===== src/rtl/midi_msg_parser.sv =====
`timescale 1ns/1ps
// midi_msg_parser: MIDI byte-stream parser with running status, emitting note on/off events.
// Define MIDI_PARSER_CC_EN to also emit control-change events (evt_type = 2).
module midi_msg_parser #(
    parameter bit         OMNI    = 1'b1,
    parameter logic [3:0] CHANNEL = 4'd0
) (
    input  logic       clk,
    input  logic       resetn,
    input  logic       rx_valid,
    input  logic [7:0] rx_data,
    output logic       rx_re,
    output logic       evt_valid,
    output logic [1:0] evt_type,
    output logic [3:0] evt_channel,
    output logic [6:0] evt_data1,
    output logic [6:0] evt_data2
);

    typedef enum logic [1:0] {StIdle, StWaitD1, StWaitD2, StWaitD1Only} state_e;

    state_e     state_q, state_d;
    logic [7:0] status_q, status_d;
    logic [6:0] d1_q, d1_d;
    logic       ack_pend_q, ack_pend_d;

    logic       evt_valid_d;
    logic [1:0] evt_type_d;
    logic [3:0] evt_channel_d;
    logic [6:0] evt_data1_d, evt_data2_d;

    logic       chan_ok;

    // Gated by resetn so the strobe reads as 0 while the block is held in reset.
    assign rx_re   = rx_valid & ~ack_pend_q & resetn;
    assign chan_ok = OMNI || (status_q[3:0] == CHANNEL);

    // Hold off further reads until the UART's valid flag has been seen low.
    always_comb begin
        ack_pend_d = ack_pend_q;
        if (rx_re) begin
            ack_pend_d = 1'b1;
        end else if (!rx_valid) begin
            ack_pend_d = 1'b0;
        end
    end

    always_comb begin
        state_d       = state_q;
        status_d      = status_q;
        d1_d          = d1_q;
        evt_valid_d   = 1'b0;
        evt_type_d    = evt_type;
        evt_channel_d = evt_channel;
        evt_data1_d   = evt_data1;
        evt_data2_d   = evt_data2;

        if (rx_re) begin
            if (rx_data >= 8'hF8) begin
                // Real-time bytes are transparent to the parser.
            end else if (rx_data >= 8'hF0) begin
                status_d = 8'h00;
                state_d  = StIdle;
            end else if (rx_data[7]) begin
                status_d = rx_data;
                if (rx_data[7:4] == 4'hC || rx_data[7:4] == 4'hD) begin
                    state_d = StWaitD1Only;
                end else begin
                    state_d = StWaitD1;
                end
            end else begin
                unique case (state_q)
                    StIdle: ;
                    StWaitD1: begin
                        d1_d    = rx_data[6:0];
                        state_d = StWaitD2;
                    end
                    StWaitD2: begin
                        state_d = StWaitD1;
                        if (chan_ok) begin
                            unique case (status_q[7:4])
                                4'h9: begin
                                    evt_valid_d = 1'b1;
                                    evt_type_d  = (rx_data[6:0] != 7'd0) ? 2'd1 : 2'd0;
                                end
                                4'h8: begin
                                    evt_valid_d = 1'b1;
                                    evt_type_d  = 2'd0;
                                end
`ifdef MIDI_PARSER_CC_EN
                                4'hB: begin
                                    evt_valid_d = 1'b1;
                                    evt_type_d  = 2'd2;
                                end
`endif
                                default: ;
                            endcase
                        end
                        if (evt_valid_d) begin
                            evt_channel_d = status_q[3:0];
                            evt_data1_d   = d1_q;
                            evt_data2_d   = rx_data[6:0];
                        end
                    end
                    StWaitD1Only: ;
                    default: state_d = StIdle;
                endcase
            end
        end
    end

    always_ff @(posedge clk or negedge resetn) begin
        if (!resetn) begin
            state_q     <= StIdle;
            status_q    <= 8'h00;
            d1_q        <= 7'd0;
            ack_pend_q  <= 1'b0;
            evt_valid   <= 1'b0;
            evt_type    <= 2'd0;
            evt_channel <= 4'd0;
            evt_data1   <= 7'd0;
            evt_data2   <= 7'd0;
        end else begin
            state_q     <= state_d;
            status_q    <= status_d;
            d1_q        <= d1_d;
            ack_pend_q  <= ack_pend_d;
            evt_valid   <= evt_valid_d;
            evt_type    <= evt_type_d;
            evt_channel <= evt_channel_d;
            evt_data1   <= evt_data1_d;
            evt_data2   <= evt_data2_d;
        end
    end

endmodule


===== config.mk =====
export PLATFORM = sky130hd
export DESIGN_NAME = midi_msg_parser
export DESIGN_NICKNAME = d
export VERILOG_FILES = /design/src/rtl/midi_msg_parser.sv
export SDC_FILE = /design/constraint.sdc
export NUM_CORES = 1
export LEC_CHECK = 0
export BUFFER_PORTS_ARGS = -buffer_cell sky130_fd_sc_hd__buf_4
export CORE_UTILIZATION = 53
export DETAILED_ROUTE_END_ITERATION = 8
export HOLD_SLACK_MARGIN = 0.1
export PLACE_DENSITY = 0.74
export SLEW_MARGIN = 20
export SYNTH_ARGS = -nofsm -noshare
export SYNTH_HDL_FRONTEND = slang
export SYNTH_SLANG_ARGS = --single-unit
export TNS_END_PERCENT = 30

===== constraint.sdc =====
create_clock -name clk -period 2.11 [get_ports clk]
set_input_delay 0.422 -clock clk [delete_from_list [all_inputs] [get_ports clk]]
set_output_delay 0.422 -clock clk [all_outputs]
set_load 0.02 [all_outputs]

### After elaboration in Yosys (flattened, before gate mapping)

Index checks and enable logic that the tools add are counted.

| operators by class | value |
|---|---|
| reductions and logical operators | 11 |
| eq/ne operators | 7 |
| bitwise logic cells | 6 |
| $lt $le $gt $ge | 2 |
| muxes and demuxes | 21 |

Operators by type and width:

| kind | number |
|---|---|
| == test 4 bit (second input constant) | 4 |
| >= comparator 8 bit (second input constant) | 2 |
| two-way mux 8 bit | 2 |
| two-way mux 1 bit | 14 |
| AND reduction 6 bit | 2 |
| case mux 2 bit (2 select lines) | 2 |
| nonzero test 7 bit | 1 |
| two-way mux 2 bit | 3 |
| AND reduction 3 bit | 2 |
| AND reduction 5 bit | 1 |
| inverter 1 bit | 4 |
| nonzero test 2 bit | 2 |
| nonzero test 4 bit | 1 |
| bitwise AND 1 bit | 2 |
| == test 2 x 1 -> 1 bit (second input constant) | 1 |
| == test 2 bit (second input constant) | 1 |
| != test 2 x 1 -> 1 bit (second input constant) | 1 |
| OR reduction 2 bit | 1 |
| logical OR 1 bit | 1 |

| storage, ports and cells | value |
|---|---|
| bits in registers | 39 |
| bits of input ports | 11 |
| output and inout bits | 22 |

### Logic depth before layout (Yosys ltp)

| depth | value |
|---|---|
| depth after elaboration | 13 |
| gate-level depth with buffers | 6 |
| depth with buffers taken out | 5 |

### Least setup slack after synthesis

No wires, ideal clock.

| timing | value |
|---|---|
| path kind | reg-to-reg |
| start | reg state_q[0] |
| end | reg state_q[1] |
| path buffers | 0 |
| cell stages (with the launch flop) | 6 |
| clock period less this slack | 1588 ps |
| slack | 522 ps |
| arrival time | 1461 ps |
| required time | 1982 ps |
| path through | dfrtp_1 -> inv_1 -> ha_1 -> nor2b_1 -> a2111oi_4 -> mux2_1 |

| between the ends | value |
|---|---|
| cells in the longest elaborated chain, start to end | 4 |
| elaborated cells on any way between the ends | 7 |
| classes of those cells | 2 x eq/ne; 3 x mux; 2 x reduce/logical |

RTL lines:

| what | RTL line | RTL |
|---|---|---|
| start, declared | 22 | `state_e state_q, state_d;` |
| start signal, assigned | 114 | `state_q <= StIdle;` |
| start signal, assigned | 124 | `state_q <= state_d;` |
| == test 2 bit or == test 2 x 1 -> 1 bit (tied branches) | 72 | `unique case (state_q)` |
| case mux 2 bit (2 select lines) | 72 |  |
| two-way mux 2 bit | 64 | `end else if (rx_data[7]) begin` |
| two-way mux 2 bit | 61 | `end else if (rx_data >= 8'hF0) begin` |

Parallel ways exist; a longest one is shown, timed or not.
A chain may end at the register's enable or synchronous reset.

### Worst setup path in the final report

| timing | value |
|---|---|
| start | in resetn |
| end | out rx_re |

| between the ends | value |
|---|---|
| cells in the longest elaborated chain, start to end | 1 |

RTL lines:

| what | RTL line | RTL |
|---|---|---|
| start, declared | 9 | `input logic resetn,` |
| bitwise AND 1 bit | 35 | `assign rx_re = rx_valid & ~ack_pend_q & resetn;` |
| end, declared | 12 | `output logic rx_re,` |

No other way between the ends.

==> flow_metrics.env <==
export IMPL_start_util_pct=57.76
export IMPL_slew_violations=0
export IMPL_final_cell_mix="dfrtp_1, buf_4, mux2_4"
export IMPL_synth_nets=117
export IMPL_yosys_warnings=0
export IMPL_reg2regPathDepth=6
export IMPL_wl_per_cell_um=16.40
export IMPL_pin_count=33
export IMPL_cp_data_arrival_time_ns=1.48
export IMPL_worstPathRequired_ns=1.69
export IMPL_maxSlewHeadroom_pct=64.56
export IMPL_status="finished, violations left"
export IMPL_grt_pass1_vias=969
export IMPL_die_w_um=57.53
export IMPL_htreeDepth=2
export IMPL_hold_path_class="in2reg"
export IMPL_design_area_um2=2019
export IMPL_viasPerCell=5.644
export IMPL_grt_start_max_net_pins=38
export IMPL_gp_congestion=0.7378
export IMPL_reg2reg_to="evt_data2[1]"
export IMPL_fin_setup_tns_ns=0
export IMPL_critPathMaxFanout=7
export IMPL_r2r_start="state_q[0]"
export IMPL_synth_cells=104
export IMPL_reg2reg_slack_ns=0.41
export IMPL_die_area_um2=3309
export IMPL_crit_path_end_kind="output port"
export IMPL_synth_cell_area_um2=1634
export IMPL_post_cts_setup_buffer_count=0
export IMPL_min_period_ns=1.904
export IMPL_clock_sinks=38
export IMPL_hold_violations=0
export IMPL_period_share_pct=90.23
export IMPL_grt_pass1_wl_um=4616
export IMPL_antenna_cells=0
export IMPL_tritoncts="built"
export IMPL_route_antenna_remaining_nets=0
export IMPL_finalSetupViolCount=0
export IMPL_fmax_mhz=525.3
export IMPL_critPathLaunchType="primary input"
export IMPL_drive_gt1_share_pct=49.65
export IMPL_num_rows=19
export IMPL_cpPeakStageDelay_ns=0.54
export IMPL_min_path_cells=2
export IMPL_critPathKind="in2out"
export IMPL_grt_overflow=0
export IMPL_skew_ns=0.006421
export IMPL_dp_hpwl_um=1943
export IMPL_firstDrtPassIters=8
export IMPL_nNetsFinal=155
export IMPL_cts_buffers_inserted=5
export IMPL_drc=3
export IMPL_final_common_cell="dfrtp_1"
export IMPL_antenna_found_initial=0
export IMPL_crit_slowest_cell="dlygate4sd3_1"
export IMPL_synth_seq_cells=38
export IMPL_seq_area_frac_synth_pct=58.19
export IMPL_drt_initial_drc_count=18
export IMPL_max_cap_violations=0
export IMPL_peakVddDrop_mv=0.7280
export IMPL_vias=982
export IMPL_clk_latency_ns=0.34
export IMPL_drt_total_wl_um=2854
export IMPL_cp_common_cell="buf_4"
export IMPL_violations="DRC"
export IMPL_hold_start="rx_valid"
export IMPL_hold_path_end="ack_pend_q"
export IMPL_total_leakage_power_uw=0.001075
export IMPL_track_usage_pct=19.32
export IMPL_power_density_nw_per_um2=1241
export IMPL_crit_chain="dlygate4sd3_1, buf_4, and3b_1, buf_4"
export IMPL_clk_pin_slew_worst_paths_ns=0.11
export IMPL_ys_types=30
export IMPL_core_area_um2=2829
export IMPL_io_buffers=31
export IMPL_avgSynthCellArea_um2=15.71
export IMPL_area_growth_pct=23.58
export IMPL_root_buffer="clkbuf_4"
export IMPL_tightest_slew_ns=0.5297
export IMPL_placed_cell_area_um2=1903
export IMPL_die_y_um=57.53
export IMPL_rsz0062_at_grt="no"
export IMPL_utilization_pct=71.38
export IMPL_clockBufferDepth=2
## kinds of logic (layout without fill, tap and decap cells)
group / after synthesis / after routing / synth area share, %
fa+ha+maj: 2 / 2 / 1.531
compound gates: 15 / 15 / 8.424
flops: 38 / 38 / 58.19
mux: 27 / 27 / 22.66
buf+inv: 7 / 46 / 2.756
other cells: 1 / 1 / 0.2295
simple gates: 14 / 14 / 6.203
## how the worst max path moves through the flow
stage                endpoint  slack [ns]       start  cells after the start
2_1_floorplan      state_q[1]        0.52  state_q[0]                      5
3_3_place_gp   evt_channel[2]        0.45  state_q[0]                      6
3_5_place_dp     evt_data2[1]        0.42  state_q[0]                      6
4_1_cts                 rx_re        0.21      resetn                      4
5_1_grt                 rx_re        0.18      resetn                      4
6_report                rx_re        0.21      resetn                      4
## layer usage
layer | routed length [µm] | up-vias | global-route usage (%)
li1 | - | 457 | -
met1 | 1395 | 488 | 25.88
met2 | 1266 | 28 | 28.57
met3 | 130 | 9 | 6.122
met4 | 63 | 0 | 9.408
met5 | 0 | - | 0
## what timing repair did
action | in CTS | in global routing
endpoints found under the hold margin | 1 | 0
hold buffers | 1 | 0
resized for setup | 0 | 0
## metrics by stage
step / total power [µW] / instances / worst slack, ns / hold slack, ns
after floorplan: 1598 / 104 / 0.5218 / 0.1264
after global placement: 1890 / 165 / 0.4507 / 0.2314
after detailed placement: 1914 / 165 / 0.4164 / 0.2324
after CTS: 2531 / 174 / 0.2085 / 0.3075
after global routing: 2632 / 174 / 0.1843 / 0.3036
final: 2507 / 174 / 0.2061 / 0.3258
## state kept, by name (all words and copies together) (netlist names)
register,cells
state_q,2
evt_valid,1
evt_type,1
ack_pend_q,1
evt_channel,4
evt_data2,7
status_q,8
d1_q,7
evt_data1,7
## cell type report
type	count	area [µm²]
flip-flops and latches	38	950.9
clock buffers	5	37.54
well taps	31	38.79
repair buffers	34	270.3
multi-input cells	59	638.1
fillers	197	809.5
inverters	4	15.01
clock inverters	3	68.82
## power breakdown
part / total [µW] / internal (µW) / switching, µW
clock: 612 / 371 / 241
combinational: 796 / 447 / 349
sequential: 1100 / 963 / 136
total: 2510 / 1780 / 726
## cells in the mapped netlist (all sizes together)
cell     count  area share (%)
mux2        26              22
o21ai        2            0.61
nor2         2            0.46
nor2b        1            0.38
a2111oi      1             1.7
o41ai        1            0.54
and4bb       2             1.5
inv          4            0.92
o32ai        1            0.54
nand2        4             1.2
o21a         1            0.46
and3b        1            0.54
o22ai        1            0.38
or4          1            0.46
a21o         1            0.46
nand4b       1            0.54
buf          3             1.8
nand2b       1            0.38
and4         1            0.69
dfrtp       38              58
conb         1            0.23
o22a         1            0.54
a22o         6             3.2
ha           2             1.5
mux2i        1            0.61
## critical path: cells and delay by family
| family | cells | cell delay, ns |
|---|---|---|
| buffers and inverters | 3 | 0.87 |
| AND/OR/NAND/NOR | 1 | 0.19 |
(Power assumes the default switching activity.)
